===== src/rtl/posit_host_link_pkg.sv =====
// posit_host_link_pkg: shared types and constants for the posit host link.
// Holds FSM state encodings, command-byte field positions and frame lengths.
package posit_host_link_pkg;

    typedef enum logic [2:0] {
        S_IDLE  = 3'd0,
        S_WRITE = 3'd1,
        S_GAP   = 3'd2,
        S_READ  = 3'd3,
        S_DONE  = 3'd4
    } state_t;

    localparam int OP_MSB     = 7;
    localparam int OP_LSB     = 6;
    localparam int DATA_BIT   = 1;
    localparam int SEL_BIT    = 0;
    localparam int WRITE_BITS = 48;
    localparam int READ_BITS  = 16;

    // Command byte announcing one data word for operand slot `sel`.
    function automatic logic [7:0] cmd_byte(
        input logic [1:0] op,
        input logic       sel
    );
        logic [7:0] c;
        c                = '0;
        c[OP_MSB:OP_LSB] = op;
        c[DATA_BIT]      = 1'b1;
        c[SEL_BIT]       = sel;
        return c;
    endfunction

endpackage


===== src/rtl/posit_sclk_gen.sv =====
// posit_sclk_gen: serial-clock generator with a half-period counter.
// Ports: i_clk/i_rst_n; i_en runs the clock, i_clr restarts it low;
// o_sclk (registered), o_bit_start (first low cycle), o_sample and
// o_bit_done (last high cycle), o_low_done (last low cycle).
module posit_sclk_gen
    import posit_host_link_pkg::*;
#(
    parameter int CLK_DIV = 4
) (
    input  logic i_clk,
    input  logic i_rst_n,
    input  logic i_en,
    input  logic i_clr,
    output logic o_sclk,
    output logic o_bit_start,
    output logic o_sample,
    output logic o_bit_done,
    output logic o_low_done
);

    localparam int CW = (CLK_DIV > 1) ? $clog2(CLK_DIV) : 1;
    localparam logic [CW-1:0] LAST = CW'(CLK_DIV - 1);

    logic [CW-1:0] r_cnt;
    logic          r_phase;
    logic          w_last;

    assign w_last = (r_cnt == LAST);

    always_ff @(posedge i_clk or negedge i_rst_n) begin
        if (!i_rst_n) begin
            r_cnt   <= '0;
            r_phase <= 1'b0;
        end else if (!i_en || i_clr) begin
            r_cnt   <= '0;
            r_phase <= 1'b0;
        end else if (w_last) begin
            r_cnt   <= '0;
            r_phase <= ~r_phase;
        end else begin
            r_cnt <= r_cnt + CW'(1);
        end
    end

    assign o_sclk      = r_phase;
    assign o_bit_start = i_en & ~r_phase & (r_cnt == '0);
    assign o_sample    = i_en & r_phase & w_last;
    assign o_bit_done  = i_en & r_phase & w_last;
    assign o_low_done  = i_en & ~r_phase & w_last;

endmodule


===== src/rtl/posit_host_link.sv =====
// posit_host_link: serial master driving the posit unit's CE/SCLK/DIN port.
// Ports: req_* (valid/ready request: op, a, b), resp_* (valid/ready
// result), ce/sclk/din to the unit, dout from the unit. All outputs are
// registered.
module posit_host_link
    import posit_host_link_pkg::*;
#(
    parameter int CLK_DIV = 4,
    parameter int GAP     = 4
) (
    input  logic        clk,
    input  logic        rst_n,
    input  logic        req_valid,
    output logic        req_ready,
    input  logic [1:0]  req_op,
    input  logic [15:0] req_a,
    input  logic [15:0] req_b,
    output logic        resp_valid,
    input  logic        resp_ready,
    output logic [15:0] resp_data,
    output logic        ce,
    output logic        sclk,
    output logic        din,
    input  logic        dout
);

    localparam int GW = (GAP > 1) ? $clog2(GAP) : 1;

    state_t        r_state;
    state_t        w_state_nxt;
    logic          r_setup;
    logic          r_tail;
    logic [5:0]    r_bit_cnt;
    logic [GW-1:0] r_gap_cnt;
    logic [47:0]   r_sh_out;
    logic [15:0]   r_sh_in;
    logic          r_ce;
    logic          r_din;
    logic          r_req_ready;
    logic          r_resp_valid;
    logic [15:0]   r_resp_data;

    logic [7:0]    w_cmd_a;
    logic [7:0]    w_cmd_b;
    logic [47:0]   w_load;
    logic [47:0]   w_sh_shift;
    logic [15:0]   w_sh_in_nxt;
    logic          w_accept;
    logic          w_gen_en;
    logic          w_gen_clr;
    logic          w_bit_start;
    logic          w_sample;
    logic          w_bit_done;
    logic          w_low_done;
    logic          w_wr_last;
    logic          w_tail_end;
    logic          w_rd_last;
    logic          w_gap_last;

    assign w_cmd_a     = cmd_byte(req_op, 1'b0);
    assign w_cmd_b     = cmd_byte(req_op, 1'b1);
    assign w_load      = {w_cmd_a, req_a, w_cmd_b, req_b};
    assign w_sh_shift  = r_sh_out << 1;
    assign w_sh_in_nxt = (r_sh_in << 1) | 16'(dout);

    assign w_accept   = (r_state == S_IDLE) & req_valid;
    assign w_wr_last  = w_bit_done
                      & (r_bit_cnt == 6'(WRITE_BITS));
    assign w_tail_end = r_tail & w_low_done;
    assign w_rd_last  = w_bit_done
                      & (r_bit_cnt == 6'(READ_BITS));
    assign w_gap_last = (r_gap_cnt == GW'(GAP - 1));

    // The first WRITE cycle only presents the first DIN bit; the serial
    // clock starts one cycle later.
    assign w_gen_en  = ((r_state == S_WRITE) & ~r_setup)
                     | (r_state == S_READ);
    // Stop the clock low at the end of the write tail so it cannot rise
    // on the way into GAP.
    assign w_gen_clr = w_tail_end;

    posit_sclk_gen #(
        .CLK_DIV (CLK_DIV)
    ) u_sclk_gen (
        .i_clk       (clk),
        .i_rst_n     (rst_n),
        .i_en        (w_gen_en),
        .i_clr       (w_gen_clr),
        .o_sclk      (sclk),
        .o_bit_start (w_bit_start),
        .o_sample    (w_sample),
        .o_bit_done  (w_bit_done),
        .o_low_done  (w_low_done)
    );

    always_comb begin
        w_state_nxt = r_state;
        unique case (r_state)
            S_IDLE:  if (w_accept)   w_state_nxt = S_WRITE;
            S_WRITE: if (w_tail_end) w_state_nxt = S_GAP;
            S_GAP:   if (w_gap_last) w_state_nxt = S_READ;
            S_READ:  if (w_rd_last)  w_state_nxt = S_DONE;
            S_DONE:  if (resp_ready) w_state_nxt = S_IDLE;
            default: w_state_nxt = S_IDLE;
        endcase
    end

    always_ff @(posedge clk or negedge rst_n) begin
        if (!rst_n) begin
            r_state <= S_IDLE;
        end else begin
            r_state <= w_state_nxt;
        end
    end

    // Status outputs are registered from the next state so they line up
    // with the state they describe without a decode after the flops.
    always_ff @(posedge clk or negedge rst_n) begin
        if (!rst_n) begin
            r_ce         <= 1'b0;
            r_req_ready  <= 1'b1;
            r_resp_valid <= 1'b0;
        end else begin
            r_ce         <= (w_state_nxt == S_WRITE)
                          | (w_state_nxt == S_READ);
            r_req_ready  <= (w_state_nxt == S_IDLE);
            r_resp_valid <= (w_state_nxt == S_DONE);
        end
    end

    always_ff @(posedge clk or negedge rst_n) begin
        if (!rst_n) begin
            r_setup     <= 1'b0;
            r_tail      <= 1'b0;
            r_bit_cnt   <= '0;
            r_gap_cnt   <= '0;
            r_sh_out    <= '0;
            r_sh_in     <= '0;
            r_din       <= 1'b0;
            r_resp_data <= '0;
        end else begin
            r_setup <= w_accept;
            unique case (r_state)
                S_IDLE: begin
                    if (w_accept) begin
                        r_sh_out  <= w_load;
                        r_din     <= w_load[47];
                        r_bit_cnt <= '0;
                        r_tail    <= 1'b0;
                    end
                end
                S_WRITE: begin
                    // The counter holds the 1-based index of the bit in
                    // flight, so it reads WRITE_BITS during the last bit.
                    if (w_bit_start && !r_tail) begin
                        r_bit_cnt <= r_bit_cnt + 6'd1;
                    end
                    if (w_bit_done) begin
                        r_sh_out <= w_sh_shift;
                        r_din    <= w_sh_shift[47];
                    end
                    if (w_wr_last) begin
                        r_tail <= 1'b1;
                    end
                    if (w_tail_end) begin
                        r_tail    <= 1'b0;
                        r_gap_cnt <= '0;
                        r_din     <= 1'b0;
                    end
                end
                S_GAP: begin
                    r_gap_cnt <= r_gap_cnt + GW'(1);
                    if (w_gap_last) begin
                        r_bit_cnt <= '0;
                        r_sh_in   <= '0;
                    end
                end
                S_READ: begin
                    if (w_bit_start) begin
                        r_bit_cnt <= r_bit_cnt + 6'd1;
                    end
                    if (w_sample) begin
                        r_sh_in <= w_sh_in_nxt;
                    end
                    if (w_rd_last) begin
                        r_resp_data <= w_sh_in_nxt;
                    end
                end
                S_DONE: begin
                    r_din <= 1'b0;
                end
                default: begin
                    r_din <= 1'b0;
                end
            endcase
        end
    end

    assign ce         = r_ce;
    assign din        = r_din;
    assign req_ready  = r_req_ready;
    assign resp_valid = r_resp_valid;
    assign resp_data  = r_resp_data;

endmodule

===== config.mk =====
export PLATFORM = sky130hd
export DESIGN_NAME = posit_host_link
export DESIGN_NICKNAME = d
export VERILOG_FILES = /design/src/rtl/posit_host_link_pkg.sv /design/src/rtl/posit_sclk_gen.sv /design/src/rtl/posit_host_link.sv
export SDC_FILE = /design/constraint.sdc
export NUM_CORES = 1
export LEC_CHECK = 0
export ABC_AREA = 1
export BUFFER_PORTS_ARGS = -buffer_cell sky130_fd_sc_hd__buf_2
export CAP_MARGIN = 30
export CORE_MARGIN = 2
export CORE_UTILIZATION = 30
export CTS_CLUSTER_DIAMETER = 40
export DETAILED_ROUTE_END_ITERATION = 10
export PLACE_DENSITY = 0.57
export SLEW_MARGIN = 20
export SYNTH_ARGS = -nofsm -noshare
export SYNTH_HDL_FRONTEND = slang
export SYNTH_SLANG_ARGS = --single-unit

===== constraint.sdc =====
create_clock -name clk -period 1.95 [get_ports clk]
set_clock_uncertainty 0.1 [all_clocks]
set_input_delay 0.0975 -clock clk [delete_from_list [all_inputs] [get_ports clk]]
set_output_delay 0.0975 -clock clk [all_outputs]
set_load 0.005 [all_outputs]

==> impl_metrics.yaml <==
run_status:
  status: "finished with violations"
  violations: "hold timing"
cells_and_area:
  antenna_cells: 0
  ff_latch_area_mm2: 0.002454
  area_growth_pct: 28.39
  drive_above_1_share_pct: 16.38
  fillers: 1492
  multi_input_area_mm2: 0.001590
  fin_area_mm2: 0.005714
  fin_nets: 675
die:
  coreArea_mm2: 0.01453
  dieArea_mm2: 0.01583
  die_width_um: 125.8
  row_count: 44
  die_y_um: 125.8
  ios: 60
  start_util_pct: 30.62
critical_path:
  end_kind: "flip-flop"
  max_stage_delay_ps: 400
  cp.required_ps: 2120
  crit_type: "reg -> reg"
  crit_chain: "inv_2 > nand3_2 > nor2_1 > nor2_2 > nand2_1 > a21oi_4 > buf_12 > clkbuf_16 > nand3_1 > nand2_1"
  crit_path_top_delay_cell: "dfrtp_1"
  crit_top_cell: "nand2_1"
  cp.arrival_ps: 1970
  start_kind: "flip-flop"
  path_max_fanout: 38
place:
  place_area_mm2: 0.004985
  port_buffers: 59
  place_hpwl_um: 6337
  gp_congestion: 0.8021
timing:
  timing.hold.ws_ps: -0.9856
  rsz0062_at_grt: "no"
  min_period_ps: 1797
  hold_violations: 1
  finalSetupViolCount: 0
  slew_headroom_pct: 67.23
  finalCritPeriodShare_pct: 92.15
  max_freq_ghz: 0.5565
  finalSetupTns_ps: 0
  slew_violations: 0
  tightest_slew_ps: 491.5
job:
  cap_viol_max_count: 0
synthesis:
  synth.avg_cell_area_um2: 8.257
  synth-seq-area-share_pct: 55.13
  synthDistinctLibCells: 25
  synth_edf_count: 0
  synth-main-ff-cell: "dfrtp_1"
  async_flop_share_pct: 100.0
  synthesis.nets: 583
  yosysWarnings: 0
  ys_ff_latch: 98
  syn_area_mm2: 0.004451
  postSynthCellCount: 539
drt:
  routed_wl_um: 10010
  drc_errors: 0
  routed_via_density: 4.535
  num_vias: 3714
  drt-wirelength-per-cell_um: 12.22
  first_pass_iters: 4
  detail-route-antenna-nets: 0
  drt_iter0_markers: 250
cts:
  cts_tree: "built"
  cts_sinks: 98
  cts_buffer_depth: 2
  cts-root-buf: "clkbuf_16"
  clock_latency_ps: 340
  clk_pin_slew_ps: 70
  h-tree-depth: 3
  cts_buffers: 9
global_route:
  antenna_found_initial: 1
  grt_overflow: 0
  grtUsageMet2_pct: 20.32
  grt_usage_pct: 12.68
  grtUsageMet1_pct: 16.89
  grt_pass1_wl_um: 16460
  grt_max_degree: 77
  grt_pass1_vias: 3541
  use_met3_pct: 2.889
  grt_busiest_layer: "met2"
worst_hold_path:
  hp-class: "in -> reg"
pwr:
  pwr_density_cell_mw_per_mm2: 1267
  leakage_nw: 2.798
  peakVddDrop_uv: 517.2
## kinds of logic after synthesis
kind of cell / count (synthesis) / synth area share (%)
buf+inv: 100 / 9.362
fa+ha+maj: 5 / 1.406
flops: 98 / 55.13
compound gates: 110 / 12.90
xor+xnor: 3 / 0.5905
simple gates: 223 / 20.61
## state kept, by name (all words and copies together), names as in the netlist
name,count
r_state,3
u_sclk_gen.o_sclk,1
r_tail,1
r_sh_in,15
u_sclk_gen.r_cnt,2
resp_valid,1
r_sh_out,47
r_setup,1
resp_data,16
r_bit_cnt,6
req_ready,1
din,1
r_gap_cnt,2
ce,1
## where the power goes
group / switching, mW / total (mW) / internal, mW
sequential: 0.231 / 2.78 / 2.55
clock: 0.733 / 1.89 / 1.15
combinational: 1.60 / 2.57 / 0.967
total: 2.57 / 7.24 / 4.67
## cell usage in the layout, fill, tap and decap left out, types with 3 or more instances in the layout
master         netlist  layout
o21ai_1             28      28
buf_2               15      58
buf_12               0       6
dfrtp_1             97      97
buf_4                0       6
ha_1                 5       5
nor2_2               4       6
nor2_1              15      13
nand3_1             35      34
nor3_1               3       3
inv_1               70      70
inv_2                6       6
nand2_1            161     161
dlygate4sd3_1        0      33
xor2_1               3       3
clkbuf_16            0      11
o21ai_0             76      76
## repair_timing
action / CTS / global route
gates resized for setup: 0 / 3
endpoints found under the hold margin: 73 / 0
setup buffers: 0 / 1
hold buffers: 33 / 0
endpoints found under the setup margin: 0 / 35
## area by class of cell
type / count / area share [%]
Tap cell: 184 / 4.029
Clock buffer: 11 / 4.248
Timing Repair Buffer: 105 / 14.63
Sequential cell: 98 / 42.94
Inverter: 76 / 4.992
Multi-Input combinational cell: 341 / 27.83
Clock inverter: 4 / 1.336
## cell usage after synthesis (2+ instances only)
master	n	area, um^2
ha_1	5	62.56
buf_2	15	75.07
buf_6	3	33.78
nand4_1	2	12.51
nor2_2	4	25.02
nor2_1	15	56.30
dfrtp_1	97	2427
xor2_1	3	26.28
clkbuf_1	6	22.52
nor3_1	3	15.01
inv_2	6	22.52
o21ai_0	76	380.4
o21ai_1	28	140.1
nand3_1	35	175.2
inv_1	70	262.8
o41ai_1	2	17.52
nand2_1	161	604.3
## path summary, 6_finish.rpt
| check | from | slack, ps | end | cells past startpoint |
|---|---|---|---|---|
| hold reg to reg | r_sh_out[22] | 370 | r_sh_out[22] | 2 |
| setup / recovery | r_state[2] | 150 | r_sh_out[44] | 10 |
| setup reg to reg | r_state[2] | 150 | r_sh_out[44] | 10 |
| max in group asynchronous | rst_n | 930 | req_ready | 3 |
| min in group asynchronous | rst_n | 170 | r_sh_in[10] | 2 |
| hold / removal | req_op[0] | -1 | r_sh_out[22] | 5 |
## worst max-delay path: cells and delay by family, from the launching register on
family	cells	cell delay [ps]
and+or+nand+nor	6	620
AOI/OAI and AO/OA	1	160
DFF	1	400
buffers and inverters	3	450
## stage by stage
step | instances | hold slack, ps | setup slack, ps | util (%) | total power [mW]
after floorplan | 539 | -298.1 | 288.5 | - | 4.549
after global placement | 768 | 0.2467 | 148.7 | 34.30 | 5.040
after detailed placement | 768 | -0.1689 | 109.0 | 34.30 | 5.114
after CTS | 816 | 0.2630 | 84.56 | 38.77 | 7.089
after global routing | 819 | 20.90 | 1.153 | 39.32 | 7.854
final | 819 | -0.9856 | 153.0 | 39.32 | 7.239
## routing by layer
layer / up-vias / share of wire, %
met3: 10 / 3.1
met5: - / 0.070
met4: 2 / 1.2
met2: 47 / 49
met1: 1764 / 46
li1: 1891 / -
Power figures use the tool's default switching activity.
